==> src/rtl/cpu_types_pkg.sv <==
// Shared CPU datapath types plus the operand-loader state encoding.
// ALU_LOADER_SIGN_EXT_EN selects sign extension of switch operands (zero extension otherwise).
package cpu_types_pkg;

  typedef logic [31:0] word_t;
  typedef logic [3:0]  aluop_t;

  typedef enum logic [1:0] {
    GET_A  = 2'd0,
    GET_B  = 2'd1,
    GET_OP = 2'd2,
    ISSUE  = 2'd3
  } loader_state_t;

  localparam int KEY_ENTER = 0;
  localparam int KEY_ABORT = 3;

  function automatic word_t ext_sw(input logic [15:0] sw);
`ifdef ALU_LOADER_SIGN_EXT_EN
    return {{16{sw[15]}}, sw};
`else
    return {16'h0000, sw};
`endif
  endfunction

endpackage

==> src/rtl/key_debounce.sv <==
// One pushbutton: 2-flop synchronizer, debounce counter and a one-cycle pulse
// on each accepted press (debounced 1->0 edge).
module key_debounce #(
  parameter int DEBOUNCE_CYCLES = 4
) (
  input  logic CLK,
  input  logic nRST,
  input  logic key_n,
  output logic press
);

  localparam int CW = (DEBOUNCE_CYCLES > 1) ? $clog2(DEBOUNCE_CYCLES) : 1;
  localparam logic [CW-1:0] CNT_LAST = CW'(DEBOUNCE_CYCLES - 1);

  logic          sync1_q, sync2_q;
  logic          level_q, level_d;
  logic          press_q, press_d;
  logic [CW-1:0] cnt_q, cnt_d;

  // The counter holds how many cycles the synchronized level has disagreed so far;
  // the level flips on the DEBOUNCE_CYCLES-th consecutive disagreement.
  always_comb begin
    level_d = level_q;
    cnt_d   = '0;
    if (sync2_q != level_q) begin
      if (cnt_q == CNT_LAST) begin
        level_d = sync2_q;
      end else begin
        cnt_d = cnt_q + CW'(1);
      end
    end
    press_d = level_q & ~level_d;
  end

  always_ff @(posedge CLK or negedge nRST) begin
    if (!nRST) begin
      sync1_q <= 1'b1;
      sync2_q <= 1'b1;
      level_q <= 1'b1;
      cnt_q   <= '0;
      press_q <= 1'b0;
    end else begin
      sync1_q <= key_n;
      sync2_q <= sync1_q;
      level_q <= level_d;
      cnt_q   <= cnt_d;
      press_q <= press_d;
    end
  end

  assign press = press_q;

endmodule

==> src/rtl/alu_operand_loader.sv <==
// Loads operand A, operand B and the opcode from switches on debounced ENTER presses,
// then offers them to the ALU with a valid/ready handshake. ALU_LOADER_SIGN_EXT_EN: sign-extend operands.
module alu_operand_loader
  import cpu_types_pkg::*;
#(
  parameter int DEBOUNCE_CYCLES = 4
) (
  input  logic        CLK,
  input  logic        nRST,
  input  logic [15:0] sw,
  input  logic [3:0]  key_n,
  input  logic        out_ready,
  output logic        out_valid,
  output word_t       porta,
  output word_t       portb,
  output aluop_t      aluop,
  output logic [1:0]  state_dbg,
  output logic [7:0]  xfer_cnt
);

  logic enter_p, abort_p;
  logic unused_keys;

  assign unused_keys = ^key_n[2:1];

  key_debounce #(.DEBOUNCE_CYCLES(DEBOUNCE_CYCLES)) u_enter (
    .CLK   (CLK),
    .nRST  (nRST),
    .key_n (key_n[KEY_ENTER]),
    .press (enter_p)
  );

  key_debounce #(.DEBOUNCE_CYCLES(DEBOUNCE_CYCLES)) u_abort (
    .CLK   (CLK),
    .nRST  (nRST),
    .key_n (key_n[KEY_ABORT]),
    .press (abort_p)
  );

  loader_state_t state_q, state_d;
  word_t         porta_q, porta_d, portb_q, portb_d;
  aluop_t        aluop_q, aluop_d;
  logic [7:0]    xfer_cnt_q, xfer_cnt_d;
  logic          out_valid_q, out_valid_d;

  always_comb begin
    state_d    = state_q;
    porta_d    = porta_q;
    portb_d    = portb_q;
    aluop_d    = aluop_q;
    xfer_cnt_d = xfer_cnt_q;
    if (state_q == ISSUE) begin
      // A ready cycle completes the transfer even when ABORT arrives with it.
      if (out_ready) begin
        xfer_cnt_d = xfer_cnt_q + 8'd1;
        state_d    = GET_A;
      end else if (abort_p) begin
        state_d = GET_A;
      end
    end else if (abort_p) begin
      state_d = GET_A;
    end else if (enter_p) begin
      case (state_q)
        GET_A:   begin porta_d = ext_sw(sw); state_d = GET_B;  end
        GET_B:   begin portb_d = ext_sw(sw); state_d = GET_OP; end
        default: begin aluop_d = sw[3:0];    state_d = ISSUE;  end
      endcase
    end
    out_valid_d = (state_d == ISSUE);
  end

  always_ff @(posedge CLK or negedge nRST) begin
    if (!nRST) begin
      state_q     <= GET_A;
      porta_q     <= '0;
      portb_q     <= '0;
      aluop_q     <= '0;
      xfer_cnt_q  <= '0;
      out_valid_q <= 1'b0;
    end else begin
      state_q     <= state_d;
      porta_q     <= porta_d;
      portb_q     <= portb_d;
      aluop_q     <= aluop_d;
      xfer_cnt_q  <= xfer_cnt_d;
      out_valid_q <= out_valid_d;
    end
  end

  assign out_valid = out_valid_q;
  assign porta     = porta_q;
  assign portb     = portb_q;
  assign aluop     = aluop_q;
  assign state_dbg = state_q;
  assign xfer_cnt  = xfer_cnt_q;

endmodule

==> config.mk <==
export PLATFORM = sky130hd
export DESIGN_NAME = alu_operand_loader
export DESIGN_NICKNAME = d
export VERILOG_FILES = /design/src/rtl/cpu_types_pkg.sv /design/src/rtl/key_debounce.sv /design/src/rtl/alu_operand_loader.sv
export SDC_FILE = /design/constraint.sdc
export NUM_CORES = 1
export LEC_CHECK = 0
export ABC_AREA = 1
export BUFFER_PORTS_ARGS = -buffer_cell sky130_fd_sc_hd__buf_2
export CAP_MARGIN = 15
export CORE_MARGIN = 3
export CORE_UTILIZATION = 48
export CTS_CLUSTER_DIAMETER = 150
export DETAILED_ROUTE_END_ITERATION = 8
export GPL_ROUTABILITY_DRIVEN = 0
export GPL_TIMING_DRIVEN = 0
export PLACE_DENSITY = 0.79
export SLEW_MARGIN = 20
export SYNTH_ARGS = -nofsm -noshare
export SYNTH_HDL_FRONTEND = slang
export SYNTH_SLANG_ARGS = --single-unit
==> constraint.sdc <==
create_clock -name CLK -period 1.71 [get_ports CLK]
set_clock_uncertainty 0.15 [all_clocks]
set_input_delay 0.171 -clock CLK [delete_from_list [all_inputs] [get_ports CLK]]
set_output_delay 0.171 -clock CLK [all_outputs]
set_load 0.03 [all_outputs]
==> metrics.md, run 1 <==
| Metric | Value |
|---|---|
| CP top delay family | flip-flops |
| Final hold violations | 0 |
| Mean post-synth cell area | 9.60 µm² |
| Clock Sinks | just under 60 |
| Clock root buffer | clkbuf_8 |
| Drt pass-1 iters | 5 |
| DRC violations left | 0 |
| Crit Path Max Fanout | 10 |
| Met2 WL | 2.77 mm |
| Worst-Skew Late Latency | ~0.33 ns |
| Period utilization | between 80% and 90% |
| Min cycle time layout | about 1.5 ns |
| Final wirelength | between 5 and 6 mm |
| Setup Viol. Count Final | 0 |
| First-pass GRT wire length | 9.03 mm |
| Crit path DAT | 1.59 ns |
| Share of cells above drive strength 1 | 34.1% |
| Cell area after synthesis | approximately 2600 µm² |
| Largest area contributor in the netlist | dfrtp_1 |
| Area Growth Syn to Fin | 34.6% |
| RSZ-0062 raised after global routing | no |
| Peak supply drop | 995 µV |
| TritonCTS buffer count | 9 |
| Die H | 79.3 µm |
| Post-DP HPWL | ~3.9 mm |
| WL met1 | roughly 2.3 mm |
| Post-DRT Antenna Nets | 0 |
| Via density per instance | roughly 4.3 |
| Top routing layer in use | met4 |
| WL per Instance | roughly 12 µm |
| TritonCTS clock tree | done |
| Die width | approximately 79 µm |
| Total number of vias | 2035 |
| N_diodes | 0 |
| Vias in the first global route | approximately 2000 |
| Largest net degree at the start of global routing | 60 |
| Ys Warns | 0 |
| Slowest stage cell, crit path | dfrtp_1 |
| IO Pins | 102 |
| Cells after Synth | 269 |
| Core area | roughly 5000 µm² |
| Hold EP | state_dbg[1] |
| Worst hold path class | in -> reg |
| Max incr delay on CP | 0.47 ns |
| Crit. End Element | register |
| CP bufs+invs | 2 |
| Clock slew at reported path FFs | ~0.07 ns |
| Setup TNS Final | 0 ns |
| Hold_sp | out_ready |
| Worst Setup SP | state_dbg[1] |
| Initial DRC count | 90 |
| PwrDens | approximately 1800 nW/µm² |
| Slew Limit Headroom | between 50% and 60% |
| Starting density of the core | roughly half |
| Crit path required time | 1.80 ns |
| Grt ovf | 0 |
| Slew @ Worst Pin | 0.706 ns |
| Port Buffer Count | 67 |
| R2r worst-path depth | 6 |
| Reg2reg setup slack | 0.21 ns |
| Worst path cell trace | inv_2 -> nand3_2 -> nor2_4 -> buf_4 -> nor2_1 -> a21oi_1 |
| Area contributors post-synth | dfrtp_1, buf_4, dfstp_2 |
| Peak Freq | ~670 MHz |
| Final nets | between 400 and 500 |
| Met3 Wirelength | ~360 µm |
| Htree depth | 3 |
| Final Slew Violations | 0 |
| Max-Cap Viols | 0 |
| Total Power | 6150 µW |
| Outcome | complete, no violations |
| CP Class | reg -> reg |
| Num rows | 26 |
| Deepest clock path buffer count | 2 |
| FF-to-FF Start | state_dbg[1] |
| Die area | 6290 µm² |
| Static Leak | approximately 0.0019 µW |
| Library cells used by synthesis | 22 |
| Yosys top cell area share | slightly above 50% |
| Hold Path Cell Cnt | 4 |
| RR Endpoint | portb[5] |
| #FFs+latches synth | approximately 60 |
| Antenna violations before repair | 0 |
| Seq/Total Area, Yosys | 57.5% |
| GRT Overall Usage | between 10% and 20% |
| Worst setup SP type | register |
cell usage after synthesis:
| cell | instances |
|---|---|
| dfstp_2 | 6 |
| ha_1 | 3 |
| clkbuf_2 | 1 |
| xnor2_1 | 2 |
| nor3_1 | 2 |
| inv_1 | 31 |
| conb_1 | 1 |
| xor2_1 | 4 |
| o21ai_0 | 18 |
| buf_4 | 36 |
| nor2_4 | 1 |
| a21oi_2 | 5 |
| inv_2 | 1 |
| o21ai_1 | 5 |
| nor2_1 | 29 |
| nand2_1 | 42 |
| nand3_1 | 11 |
| a21oi_1 | 12 |
| dfrtp_1 | 53 |
| or2_2 | 1 |
| buf_2 | 2 |
| nand3_2 | 3 |
placed cells by master (no fill, tap or decap), types with 4 or more instances in the layout:
cell           netlist  layout
nand3_1             11      11
nor2_1              29      29
inv_1               31      31
a21oi_2              5       5
clkbuf_8             0       9
buf_2                2      68
conb_1               1      32
dlygate4sd3_1        0      19
dfstp_2              6       6
xor2_1               4       4
buf_4               36      37
dfrtp_1             53      53
o21ai_1              5       5
o21ai_0             18      18
a21oi_1             12      12
nand2_1             42      42
layout make-up:
cell class                 instances  area [µm²]
clock buffer                      11         131
multi-input combinational        170         808
fill                             429        1670
sequential                        59        1480
timing repair buffer              86         528
clock inverter                     5        30.0
tap                               70        87.6
inverter                          32         120
buffer                            39         285
logic make-up (layout without fill, tap and decap cells):
family | Yosys count | count (layout) | synth area share [%]
AND/OR/NAND/NOR | 89 | 89 | 14.7
AO/OA/AOI/OAI | 40 | 40 | 8.48
other | 1 | 32 | 0.145
XOR/XNOR | 6 | 6 | 2.04
flip-flops | 59 | 59 | 57.5
adder cells (fa/ha/maj) | 3 | 3 | 1.45
buffers and inverters | 71 | 173 | 15.7
worst max path at each step:
stage                        to  slack, ns  cells after the start
finish                 portb[5]       0.21                      6
global route           portb[5]       0.06                      6
CTS                    portb[4]       0.24                      6
detailed placement     porta[8]       0.26                      6
global placement       portb[8]       0.25                      1
floorplan           xfer_cnt[5]       0.23                      6
flip-flops by register name, summed over array words and instances, names as in the netlist:
signal           cells
porta               16
portb               16
xfer_cnt             8
aluop                4
state_dbg            2
u_abort.cnt_q        2
u_enter.cnt_q        2
out_valid            1
u_abort.level_q      1
u_abort.press        1
u_abort.sync1_q      1
u_abort.sync2_q      1
u_enter.level_q      1
u_enter.press        1
u_enter.sync1_q      1
u_enter.sync2_q      1
tightest hold or removal path: stages:
cell	delay, ns
buf_2	0.11
nor2_1	0.04
nand3_1	0.09
nand2_1	0.06
where the power goes:
group	switching, µW	internal [µW]
sequential	385	1980
combinational	1900	843
clock	529	518
total	2810	3340
per-layer routing:
metal  track usage [%]  vias up
li1                  -     1025
met1              22.2      940
met2              31.9       66
met3              5.10        4
met4              7.73        0
met5                 0        -
what timing repair did:
action,4_1_cts,5_1_grt
hold buffers,19,0
endpoints found under the hold margin,87,0
resized for setup,0,0
setup buffers,0,0
through the flow:
step	utilization [%]	cells	setup slack, ns	cell area (µm²)	hold slack [ns]
2_1_floorplan	-	300	0.227	2700	-0.275
3_3_place_gp	60.7	437	0.250	3120	0.127
3_5_place_dp	60.8	437	0.256	3120	0.126
4_1_cts	67.6	472	0.240	3470	0.0293
5_1_grt	67.6	472	0.0585	3470	0.0681
6_report	67.6	472	0.208	3470	0.0376
Power figures use the tool's default switching activity.
==> inputs of run 2 (changes only) <==
--- a/config.mk
+++ b/config.mk
@@ -9,12 +9,12 @@
 export BUFFER_PORTS_ARGS = -buffer_cell sky130_fd_sc_hd__buf_2
 export CAP_MARGIN = 15
 export CORE_MARGIN = 3
-export CORE_UTILIZATION = 48
+export CORE_UTILIZATION = 45
 export CTS_CLUSTER_DIAMETER = 150
 export DETAILED_ROUTE_END_ITERATION = 8
 export GPL_ROUTABILITY_DRIVEN = 0
 export GPL_TIMING_DRIVEN = 0
-export PLACE_DENSITY = 0.79
+export PLACE_DENSITY = 0.75
 export SLEW_MARGIN = 20
 export SYNTH_ARGS = -nofsm -noshare
 export SYNTH_HDL_FRONTEND = slang
==> run 2 against run 1 <==
Utilization is 1.6 points lower. Design area increased by 1.3%. Combinational power about the same. Total power increased by 4.9%. Count of clock-buffer cells in the layout down 1. Clock power increased by 29%. Sequential cell count unchanged. Global-route usage fell by 0.20 points. Setup slack better by 0.033 ns. Register-to-register slack improved by 0.03 ns. Sequential power about the same. Worst hold slack lost 0.0056 ns.
==> metrics.md, run 2 (same netlist as run 1, synthesis figures left out) <==
| Metric | Value |
|---|---|
| Outcome | complete, no violations (unchanged) |
| Final hold violations | 0 (unchanged) |
| Initial DRC count | 75 (was 90) |
| Crit path required time | 1.82 ns (was 1.80 ns) |
| Vias in the first global route | 1888 (was 1986) |
| Antenna violations before repair | 0 (unchanged) |
| N_diodes | 0 (unchanged) |
| Post-DRT Antenna Nets | 0 (unchanged) |
| Peak supply drop | 1220 µV (was 995 µV) |
| Core area | 5340 µm² (was 5140 µm²) |
| IO Pins | 102 (unchanged) |
| Grt ovf | 0 (unchanged) |
| PwrDens | 1830 nW/µm² (was 1770 nW/µm²) |
| Clock slew at reported path FFs | 0.07 ns (about the same) |
| GRT Overall Usage | 18.5% (was 18.7%) |
| Setup TNS Final | 0 ns (unchanged) |
| Clock Sinks | 59 (unchanged) |
| Area Growth Syn to Fin | 36.4% (was 34.6%) |
| Final nets | 423 (unchanged) |
| Via density per instance | 4.38 (was 4.31) |
| Slew Limit Headroom | 51.2% (was 52.9%) |
| Period utilization | 85.9% (was 87.8%) |
| Die width | 81.7 µm (was 79.3 µm) |
| Final wirelength | 5.62 mm (was 5.51 mm) |
| Most common cell after layout, fill and taps aside | buf_2 (unchanged) |
| Deepest clock path buffer count | 2 (unchanged) |
| Die H | 81.7 µm (was 79.3 µm) |
| Met2 WL | 2.71 mm (was 2.77 mm) |
| Fill count | 460 (was 429) |
| Most frequent cells in the layout | buf_2, dfrtp_1, nand2_1, buf_4, conb_1 (unchanged) |
| Crit Path Max Fanout | 10 (unchanged) |
| Port Buffer Count | 67 (unchanged) |
| Min cycle time layout | 1.47 ns (was 1.50 ns) |
| TritonCTS clock tree | done (unchanged) |
| Die area | 6680 µm² (was 6290 µm²) |
| Final Slew Violations | 0 (unchanged) |
| Worst hold path class | in -> reg (unchanged) |
| First-pass GRT wire length | 9.07 mm (was 9.03 mm) |
| WL per Instance | 11.9 µm (was 11.7 µm) |
| Worst setup SP type | register (unchanged) |
| Post-DP HPWL | 3.83 mm (was 3.85 mm) |
| DRC violations left | 0 (unchanged) |
| Setup Viol. Count Final | 0 (unchanged) |
| Starting density of the core | 48.4% (was 50.2%) |
| DP Worst Slack | 0.273 ns (was 0.256 ns) |
| Slew @ Worst Pin | 0.732 ns (was 0.706 ns) |
| Met3 Wirelength | 451 µm (was 356 µm) |
| Crit path DAT | 1.58 ns (was 1.59 ns) |
| CP Class | reg -> reg (unchanged) |
| Peak Freq | 681 MHz (was 666 MHz) |
| Clock root buffer | clkbuf_8 (unchanged) |
| Max-Cap Viols | 0 (unchanged) |
| Placed inst area | 3120 µm² (unchanged) |
| Htree depth | 3 (unchanged) |
| Share of cells above drive strength 1 | 34.3% (was 34.1%) |
| Post-route cell area | 3520 µm² (was 3470 µm²) |
| WL met1 | 2.36 mm (was 2.34 mm) |
| Worst setup margin | 0.242 ns (was 0.208 ns) |
| Top routing layer in use | met4 (unchanged) |
| Total number of vias | 2069 (was 2035) |
| Num rows | 26 (unchanged) |
| Setup Fix Bufs, Post-CTS | 0 (unchanged) |
| Largest net degree at the start of global routing | 60 (unchanged) |
| Crit. End Element | register (unchanged) |
| RSZ-0062 raised after global routing | no (unchanged) |
| Reg2reg setup slack | 0.24 ns (was 0.21 ns) |
| Static Leak | 0.00191 µW (was 0.00188 µW) |
| TritonCTS buffer count | 9 (unchanged) |
| Drt pass-1 iters | 4 (was 5) |
| Worst-Skew Late Latency | 0.34 ns (was 0.33 ns) |
==> run 2: changes by cell type in the layout (fill, tap and decap cells not counted) <==
cell,previous run,this run
clkinvlp_4,2,0
clkbuf_1,2,1
clkinv_2,3,4
bufinv_16,0,2
==> run 2: worst paths after layout <==
check / start / end / depth (start not counted)
min reg2reg: u_enter.sync1_q / u_enter.sync2_q / 0
min in group asynchronous: nRST / xfer_cnt[3] / 2
max reg2reg: state_dbg[1] / portb[8] / 6
max: state_dbg[1] / portb[8] / 6
min: out_ready / state_dbg[1] / 4
max in group asynchronous: nRST / porta[2] / 2
==> run 2: critical path, cell delays in order, from the launching register on <==
cell	delay, ns
dfrtp_1	0.47
inv_2	0.12
nand3_2	0.10
nor2_4	0.15
buf_4	0.21
nor2_1	0.07
a21oi_1	0.13
==> run 2: per-layer routing <==
| layer | vias up | track usage, % |
|---|---|---|
| li1 | 1032 | - |
| met1 | 939 | 22.8 |
| met4 | 0 | 7.31 |
| met2 | 85 | 28.8 |
| met3 | 13 | 7.57 |
| met5 | - | 0 |
==> run 2: power by group <==
group / switching (µW) / internal, µW
Sequential: 384 / 1980
Clock: 536 / 810
Combinational: 1900 / 842
Total: 2820 / 3630
==> run 2: stage by stage <==
step | utilization (%) | total power (µW) | hold slack (ns) | std cells
floorplan | - | 4280 | -0.275 | 300
global placement | 58.5 | 5010 | 0.125 | 437
detailed placement | 58.5 | 5090 | 0.127 | 437
CTS | 66.0 | 6500 | 0.0179 | 472
global route | 66.0 | 6910 | 0.0324 | 472
finish | 66.0 | 6450 | 0.0320 | 472
==> run 2: what timing repair did <==
action	4_1_cts	5_1_grt
gates resized for setup	0	0
endpoints found under the hold margin	90	0
setup endpoints to repair	0	0
hold buffers	19	0
==> run 2: area by class of cell <==
type	instances	area [µm²]	share of cell area, %
buffer	39	285	8.10
clock buffer	10	128	3.62
clock inverter	6	80.1	2.27
inverter	32	120	3.41
multi-input combinational	170	808	23.0
sequential	59	1480	42.1
tap	70	87.6	2.49
timing repair buffer	86	528	15.0
